File: src/rtl/shift_tx_ctrl_pkg.sv
// Shared definitions for the shift-register transmit controller: state encoding and width helpers.
// Latency: n/a (compile-time constants and functions only).
// Backpressure: n/a.
package shift_tx_ctrl_pkg;

  localparam logic [1:0] ST_IDLE  = 2'd0;
  localparam logic [1:0] ST_LOAD  = 2'd1;
  localparam logic [1:0] ST_SHIFT = 2'd2;
  localparam logic [1:0] ST_GAP   = 2'd3;

  typedef enum logic [1:0] {
    S_IDLE  = ST_IDLE,
    S_LOAD  = ST_LOAD,
    S_SHIFT = ST_SHIFT,
    S_GAP   = ST_GAP
  } state_t;

  // Ceiling log2; clog2(1) = 0.
  function automatic int clog2(input int n);
    int r;
    r = 0;
    while ((1 << r) < n) r++;
    return r;
  endfunction

  // Counter width for values 0..n-1, never narrower than one bit.
  function automatic int cnt_w(input int n);
    return (clog2(n) < 1) ? 1 : clog2(n);
  endfunction

endpackage

File: src/rtl/shift_tx_ctrl_if.sv
// Upstream word handshake plus shift-register control bundle.
// Latency: n/a (wiring only). Optional FrameCnt signal present when FRAME_CNT_EN is defined.
// Backpressure: Ready low while a frame (load, shift, gap) is in progress.
interface shift_tx_ctrl_if #(
  parameter int SIZE = 8
);
  logic            Valid;
  logic [SIZE-1:0] Data;
  logic            Ready;
  logic            Load;
  logic            En;
  logic [SIZE-1:0] ShData;
  logic            Busy;
  logic            Done;
`ifdef FRAME_CNT_EN
  logic [15:0]     FrameCnt;

  modport master (output Valid, Data,
                  input  Ready, Load, En, ShData, Busy, Done, FrameCnt);
  modport slave  (input  Valid, Data,
                  output Ready, Load, En, ShData, Busy, Done, FrameCnt);
`else
  modport master (output Valid, Data,
                  input  Ready, Load, En, ShData, Busy, Done);
  modport slave  (input  Valid, Data,
                  output Ready, Load, En, ShData, Busy, Done);
`endif
endinterface

File: src/rtl/shift_tx_ctrl_bit_tick_gen.sv
// Bit-period divider: counts 0..DIV-1 and flags the last cycle of each period.
// Latency: tick in the DIV-th cycle after clear is released.
// Backpressure: none; free-running unless held in clear.
module bit_tick_gen
  import shift_tx_ctrl_pkg::*;
#(
  parameter int DIV = 4
) (
  input  logic Clk,
  input  logic Rst_n,
  input  logic i_clr,
  output logic o_tick
);
  localparam int W = cnt_w(DIV);

  logic [W-1:0] r_cnt;

  assign o_tick = (r_cnt == W'(DIV - 1));

  // Divider: restart on clear or at the end of each bit period.
  always_ff @(posedge Clk or negedge Rst_n) begin
    if (!Rst_n)                r_cnt <= '0;
    else if (i_clr || o_tick)  r_cnt <= '0;
    else                       r_cnt <= r_cnt + W'(1);
  end
endmodule

File: src/rtl/shift_tx_ctrl.sv
// Serialiser control: accepts a word, pulses Load, then one En per DIV clocks for SIZE bits, then GAP*DIV idle clocks.
// Latency: Load 1 cycle after handshake; Done with last En at 1+SIZE*DIV; Ready back at 2+(SIZE+GAP)*DIV. FRAME_CNT_EN adds FrameCnt.
// Backpressure: Ready only in IDLE; Valid while busy is ignored and the word stays upstream.
module shift_tx_ctrl
  import shift_tx_ctrl_pkg::*;
#(
  parameter int SIZE = 8,
  parameter int DIV  = 4,
  parameter int GAP  = 1
) (
  input  logic           Clk,
  input  logic           Rst_n,
  shift_tx_ctrl_if.slave bus
);
  localparam int BW = cnt_w(SIZE + 1);
  localparam int GW = cnt_w(GAP * DIV + 1);

  state_t          r_state;
  state_t          w_next;
  logic [SIZE-1:0] r_shdata;
  logic [BW-1:0]   r_bitcnt;
  logic [GW-1:0]   r_gapcnt;
  logic            w_tick;
  logic            w_clr;
  logic            w_hs;
  logic            w_last_bit;
  logic            w_gap_end;
  logic            w_load;
  logic            w_en;
  logic            w_done;

  assign w_hs       = bus.Valid && (r_state == S_IDLE);
  // Hold the divider at zero until shifting starts so the first bit gets a full period.
  assign w_clr      = (r_state == S_IDLE) || (r_state == S_LOAD);
  assign w_last_bit = (r_bitcnt == BW'(SIZE - 1));
  assign w_gap_end  = (r_gapcnt == GW'((GAP > 0) ? GAP - 1 : 0));

  bit_tick_gen #(.DIV(DIV)) u_tick (
    .Clk    (Clk),
    .Rst_n  (Rst_n),
    .i_clr  (w_clr),
    .o_tick (w_tick)
  );

  // State register.
  always_ff @(posedge Clk or negedge Rst_n) begin
    if (!Rst_n) r_state <= S_IDLE;
    else        r_state <= w_next;
  end

  // Next state and decoded strobes; strobes depend only on registered state/counters.
  always_comb begin
    w_next = r_state;
    w_load = 1'b0;
    w_en   = 1'b0;
    w_done = 1'b0;
    case (r_state)
      S_IDLE:  if (bus.Valid) w_next = S_LOAD;
      S_LOAD: begin
        w_load = 1'b1;
        w_next = S_SHIFT;
      end
      S_SHIFT: begin
        w_en = w_tick;
        if (w_tick && w_last_bit) begin
          w_done = 1'b1;
          w_next = (GAP > 0) ? S_GAP : S_IDLE;
        end
      end
      S_GAP:   if (w_tick && w_gap_end) w_next = S_IDLE;
    endcase
  end

  // Word capture at the handshake edge only.
  always_ff @(posedge Clk or negedge Rst_n) begin
    if (!Rst_n)    r_shdata <= '0;
    else if (w_hs) r_shdata <= bus.Data;
  end

  // Bit counter counts En pulses; gap counter counts bit periods spent in GAP.
  always_ff @(posedge Clk or negedge Rst_n) begin
    if (!Rst_n) begin
      r_bitcnt <= '0;
      r_gapcnt <= '0;
    end else begin
      if (r_state == S_LOAD) r_bitcnt <= '0;
      else if (w_en)         r_bitcnt <= r_bitcnt + BW'(1);
      if (r_state != S_GAP)  r_gapcnt <= '0;
      else if (w_tick)       r_gapcnt <= r_gapcnt + GW'(1);
    end
  end

  assign bus.Ready  = (r_state == S_IDLE);
  assign bus.Busy   = (r_state != S_IDLE);
  assign bus.Load   = w_load;
  assign bus.En     = w_en;
  assign bus.Done   = w_done;
  assign bus.ShData = r_shdata;

`ifdef FRAME_CNT_EN
  logic [15:0] r_frame_cnt;

  // Completed-frame counter; wraps naturally at 16 bits.
  always_ff @(posedge Clk or negedge Rst_n) begin
    if (!Rst_n)      r_frame_cnt <= '0;
    else if (w_done) r_frame_cnt <= r_frame_cnt + 16'd1;
  end

  assign bus.FrameCnt = r_frame_cnt;
`endif
endmodule
File: src/flat_wrapper.sv
// flat-port wrapper written by rule: the top's interface ports become plain ports
module shift_tx_ctrl_flat import shift_tx_ctrl_pkg::*;
#(
  parameter int SIZE = 8,
  parameter int DIV  = 4,
  parameter int GAP  = 1
)
  (Clk, Rst_n, bus_Valid, bus_Data, bus_Ready, bus_Load, bus_En, bus_ShData, bus_Busy, bus_Done);
  shift_tx_ctrl_if #(.SIZE(SIZE)) bus_i ();
  input  logic Clk;
  input  logic Rst_n;
  input wire logic [$bits(bus_i.Valid)-1:0] bus_Valid;
  input wire logic [$bits(bus_i.Data)-1:0] bus_Data;
  output wire logic [$bits(bus_i.Ready)-1:0] bus_Ready;
  output wire logic [$bits(bus_i.Load)-1:0] bus_Load;
  output wire logic [$bits(bus_i.En)-1:0] bus_En;
  output wire logic [$bits(bus_i.ShData)-1:0] bus_ShData;
  output wire logic [$bits(bus_i.Busy)-1:0] bus_Busy;
  output wire logic [$bits(bus_i.Done)-1:0] bus_Done;
  assign bus_i.Valid = bus_Valid;
  assign bus_i.Data = bus_Data;
  assign bus_Ready = bus_i.Ready;
  assign bus_Load = bus_i.Load;
  assign bus_En = bus_i.En;
  assign bus_ShData = bus_i.ShData;
  assign bus_Busy = bus_i.Busy;
  assign bus_Done = bus_i.Done;
  shift_tx_ctrl #(.SIZE(SIZE), .DIV(DIV), .GAP(GAP)) u_core (.Clk(Clk), .Rst_n(Rst_n), .bus(bus_i));
endmodule
File: config.mk
export PLATFORM = sky130hd
export DESIGN_NAME = shift_tx_ctrl_flat
export DESIGN_NICKNAME = d
export VERILOG_FILES = /design/src/rtl/shift_tx_ctrl_pkg.sv /design/src/rtl/shift_tx_ctrl_if.sv /design/src/rtl/shift_tx_ctrl_bit_tick_gen.sv /design/src/rtl/shift_tx_ctrl.sv /design/src/flat_wrapper.sv
export SDC_FILE = /design/constraint.sdc
export NUM_CORES = 1
export LEC_CHECK = 0
export ABC_AREA = 1
export CAP_MARGIN = 40
export CORE_MARGIN = 3
export CORE_UTILIZATION = 35
export DETAILED_ROUTE_END_ITERATION = 6
export GPL_ROUTABILITY_DRIVEN = 0
export HOLD_SLACK_MARGIN = 0.15
export PLACE_DENSITY_LB_ADDON = 0.2
export SLEW_MARGIN = 20
export SYNTH_ARGS = -nofsm -noshare
export SYNTH_HDL_FRONTEND = slang
export SYNTH_SLANG_ARGS = --single-unit
File: constraint.sdc
create_clock -name Clk -period 3.7 [get_ports Clk]
set_input_delay 0.37 -clock Clk [delete_from_list [all_inputs] [get_ports Clk]]
set_output_delay 0.37 -clock Clk [all_outputs]
set_load 0.005 [all_outputs]
==> flow_summary.json <==
{
  "top_usage_layer": "met2",
  "period_minus_slack_ns": 2.13,
  "synth_area_um2": 940,
  "worstPathMaxFanout": 5,
  "root_buffer": "clkbuf_4",
  "design_area_mm2": 0.00125,
  "max-slew-margin-rel": 0.794,
  "grt_max_degree": 15,
  "p_leak_nw": 0.600,
  "die-width_um": 57.8,
  "initial_core_util": 0.373,
  "clk_pin_slew_worst_paths_ns": 0.11,
  "hold_path_class": "in -> async",
  "final_cell_mix": "clkdlybuf4s50_1, dfrtp_1, nand2_1",
  "rsz0062_at_grt": "false",
  "ys_seq_area_frac": 0.506,
  "wl_per_cell_um": 10.9,
  "placementRows": 18,
  "crit_path_end_kind": "output pin",
  "p_per_area_mw_per_mm2": 643,
  "cts_tree": "yes",
  "synth.distinct_cells": 19,
  "finalNonFillerCells": 151,
  "use_met1": 0.159,
  "fin_nets": 141,
  "ys_seq_elements": 19,
  "drt_wl_total_mm": 1.64,
  "drive_above_1_share": 0.124,
  "grt_pass1_vias": 683,
  "grt_use_met3": 0.0334,
  "critPathArrivalTime_ns": 1.76,
  "grt-ovfl-total": 0,
  "cp.required_ns": 3.33,
  "io_pins": 24,
  "status": "finished clean",
  "vias": 694,
  "finalHoldViolCount": 0,
  "dieArea_mm2": 0.00334,
  "crit_type": "reg -> out",
  "ys.warnings.count": 0,
  "holdWs_ns": 0.314,
  "worst_pin_slew_ns": 0.308,
  "dp.cells": 147,
  "cts_setup_buffers": 0,
  "slew_violations": 0,
  "grt_pass1_wl_mm": 2.97,
  "core_mm2": 0.00252,
  "hpwl_mm": 1.31,
  "synth.avg_cell_area_um2": 10.1,
  "cts_hold_buf": 0,
  "clock-sinks": 19,
  "skew_ns": 0.00739,
  "cts_max_level": 1,
  "diodes": 0,
  "antenna_left": 0,
  "tns_ns": 0,
  "ir_drop_uv": 399,
  "grt_use_total": 0.117,
  "critPathLaunch": "u_core.u_tick.r_cnt[0]",
  "dr.pass1.iters": 4,
  "vias_per_cell": 4.60,
  "max_freq_mhz": 469,
  "die_h_um": 57.8,
  "place_area_mm2": 0.00122,
  "drv_cap": 0,
  "worstSetupStartpointType": "register",
  "syn_inst": 93,
  "finalPower_mw": 0.804,
  "fin_crit_sh": 0.576,
  "drc": 0,
  "clk_latency_ns": 0.29,
  "portBuffers": 23,
  "antenna_found_initial": 0,
  "ctsResizeCount": 0,
  "drt_iter0_markers": 20,
  "cts_buffers": 3,
  "layout_commonest_cell": "clkdlybuf4s50_1",
  "final-setup-viol-count": 0,
  "clock_path_buffers": 2,
  "syn-num-nets": 112,
  "syn2layout_area_growth_pct": 33.0,
  "met2_usage": 0.166,
  "r2r_start": "u_core.r_state[0]"
}
[worst max-delay path, cell delays in order, from the launching register on]
cell             delay [ns]
dfrtp_1                0.36
ha_1                   0.26
inv_2                  0.09
nor2_2                 0.08
nand2_1                0.08
nor2_1                 0.10
clkdlybuf4s50_1        0.51
[through the flow]
| step | util | worst slack (ns) |
|---|---|---|
| final | 0.496 | 1.57 |
| after floorplan | - | 2.43 |
| after global placement | 0.479 | 1.92 |
| after detailed placement | 0.485 | 1.88 |
| after CTS | 0.496 | 1.54 |
| after global routing | 0.496 | 1.43 |
[cells by family after synthesis]
kind of cell,Yosys count,share of synthesized area
muxes,8,0.0959
AOI/OAI and AO/OA,8,0.0426
adders and majority gates,8,0.107
buffers and inverters,13,0.0573
DFF,19,0.506
and+or+nand+nor,37,0.192
[area by class of cell]
class / instances / area (um2)
tap: 30 / 37.5
inverter: 13 / 53.8
timing repair buffer: 24 / 245
multi-input combinational: 61 / 410
sequential: 19 / 475
clock inverter: 1 / 5.00
clock buffer: 3 / 22.5
fill: 253 / 1270
[cells in the mapped netlist (all sizes together)]
cell type	number	area, um2
mux2	8	90.1
nand2	20	90.1
nand3	3	20.0
nor2	11	51.3
o21ai	4	20.0
inv	12	45.1
ha	8	100
or2	1	6.26
a21oi	4	20.0
nand4	2	12.5
clkinv	1	8.76
dfrtp	19	475
[state kept, by name (all words and copies together), names as in the netlist]
signal / count
u_core.r_gapcnt: 3
u_core.bus.ShData: 8
u_core.u_tick.r_cnt: 2
u_core.r_state: 2
u_core.r_bitcnt: 4
[path summary, 6_finish.rpt]
check	to	cells past startpoint	slack (ns)
max in group asynchronous	u_core.u_tick.r_cnt[0]	2	2.99
hold / removal	u_core.r_bitcnt[0]	1	0.31
hold reg to reg	u_core.u_tick.r_cnt[0]	1	0.44
setup / recovery	bus_Done	6	1.57
setup reg to reg	u_core.bus.ShData[2]	4	2.28
min in group Clk	u_core.u_tick.r_cnt[0]	1	0.44
[routing by layer]
layer	vias to the layer above	routed length, um
li1	353	-
met1	312	761
met2	25	706
met3	4	139
met4	0	36
met5	-	0
[power breakdown]
group / switching [mW] / internal [mW]
logic: 0.171 / 0.213
registers: 0.0386 / 0.278
clock network: 0.0634 / 0.0402
No activity file was read; power rests on OpenSTA's default activity.
==> edit: new RTL, same settings <==
`SIZE` is set to 8 in 3 places; all go to 4.
--- a/src/rtl/shift_tx_ctrl_if.sv
+++ b/src/rtl/shift_tx_ctrl_if.sv
@@ -4,3 +4,3 @@
 interface shift_tx_ctrl_if #(
-  parameter int SIZE = 8
+  parameter int SIZE = 4
 );
--- a/src/rtl/shift_tx_ctrl.sv
+++ b/src/rtl/shift_tx_ctrl.sv
@@ -6,3 +6,3 @@
 #(
-  parameter int SIZE = 8,
+  parameter int SIZE = 4,
   parameter int DIV  = 4,
--- a/src/flat_wrapper.sv
+++ b/src/flat_wrapper.sv
@@ -3,3 +3,3 @@
 #(
-  parameter int SIZE = 8,
+  parameter int SIZE = 4,
   parameter int DIV  = 4,
Interface: changed (resized bus_Data and bus_ShData); port bits go from 24 to 16. No check against the original RTL was run, so the function may have changed too.
==> edit against the unedited design <==
  * Hold slack improved by 120 ps
  * Routed wire length decreased by 24%
  * Die area decreased by 19%
  * Clock skew decreased by 2.9 ps
  * Area after synthesis decreased by 22%
  * Fmax increased by 5.2%
  * Power decreased by 20%
  * Register-to-register slack improved by 80 ps
  * Combinational power decreased by 20%
  * Worst setup slack improved by 100 ps
  * Sequential cell count decreased by 5
  * Critical path depth decreased by 1
  * Cell area decreased by 24%
  * Highest routed layer unchanged
==> edit: results (changes against the unedited design) <==
Slew headroom=58.4% (-21 points); Unique masters post-synth=12 (-7); synth cell count leaders=dfrtp_1 (14), nand2_1 (13), inv_1 (12); sequential share of the synthesized area=47.5% (-3.1 points); multi-input logic area=332 um2 (-19%); Post-Route Utilization=51.4% (+1.8 points); nets@finish=114 (-19%); Largest register FFs=4 (-4); clock latency on the worst-skew pair=270 ps (-20 ps); power density cells=674 mW/mm2 (+4.9%); buffering overhead=15.7% (-3.9 points); main area contributors after synthesis=dfrtp_1 (48%), ha_1 (15%), nand2_1 (6.6%), inv_1 (6.1%), mux2_2 (6.1%); clock buffer count=4 (+1); Post-DP HPWL=1.02 mm (-22%); Detail Route met3 WL=32 um (-77%); CP arrival=1660 ps (-100 ps); Non-clk bufs=15 (-38%); Detail Route met2 WL=644 um (-8.8%); maximum VDD drop=392 uV (-1.7%); Hold WC Path Type=flop to flop; clk pwr=0.108 mW (+4%); Post-DP Area=918 um2 (-25%); Switching Fraction=34.5% (+0.60 points); Leak=0.466 nW (-22%); status=finished, final reports clean; net count after synthesis=94 (-16%); Seq. pwr=0.228 mW (-28%); routed via count=537 (-23%); vias per cell=4.40 (-4.2%); number of I/O port buffers=15 (-35%); number of non-clock inverters=14 (+1); final-layout clock-cell area share=3.80% (+1.6 points); Total Routing Usage GR=11.7% (about the same); crit-path max FO=4 (-1); global-route wire length before repair=2.32 mm (-22%)
[edit: changes by cell type after synthesis, moves of 3 or more]
cell     before  now
mux2_1        8    0
nand3_1       2    6
mux2_2        0    4
nand2_1      16   13
nor2_1        9    5
nand2_2       3    6
dfrtp_1      19   14
[edit: cell families (layout without fill, tap and decap cells)]
family          after synthesis  after routing  synth area share, %
flops                        14             14                 47.5
compound gates                6              6                 4.07
simple gates                 30             30                 18.3
mux                           4              4                 6.11
buf+inv                      14             33                 7.47
fa+ha+maj                     9              9                 15.3
xor+xnor                      1              1                 1.19
[edit: final timing paths]
check | startpoint | endpoint | slack [ps] | cells past startpoint
hold / removal | u_core.u_tick.r_cnt[0] | u_core.u_tick.r_cnt[0] | 440 | 1
min in group asynchronous | Rst_n | u_core.r_gapcnt[1] | 480 | 1
hold reg to reg | u_core.u_tick.r_cnt[0] | u_core.u_tick.r_cnt[0] | 440 | 1
setup reg to reg | u_core.r_state[0] | u_core.bus.ShData[1] | 2360 | 4
setup / recovery | u_core.r_state[0] | bus_Done | 1670 | 5
max in group asynchronous | Rst_n | u_core.r_state[1] | 2820 | 1
[edit: metrics by stage]
stage                     hold WS, ps  setup WS, ps
after floorplan                  74.4          2440
after global placement            420          1960
after detailed placement          431          1950
after CTS                         443          1630
after global routing              463          1530
final                             436          1670
[edit: routing by layer]
layer	vias up	global-route usage (%)
met5	-	0
met4	0	3.93
met3	2	3.44
met2	4	19.7
met1	249	14.2
li1	282	-
[edit: critical path, cell delays in order (launching register included)]
cell	delay, ps
dfrtp_1	420
inv_1	90
ha_1	210
inv_1	70
nor2_1	100
clkdlybuf4s50_1	500
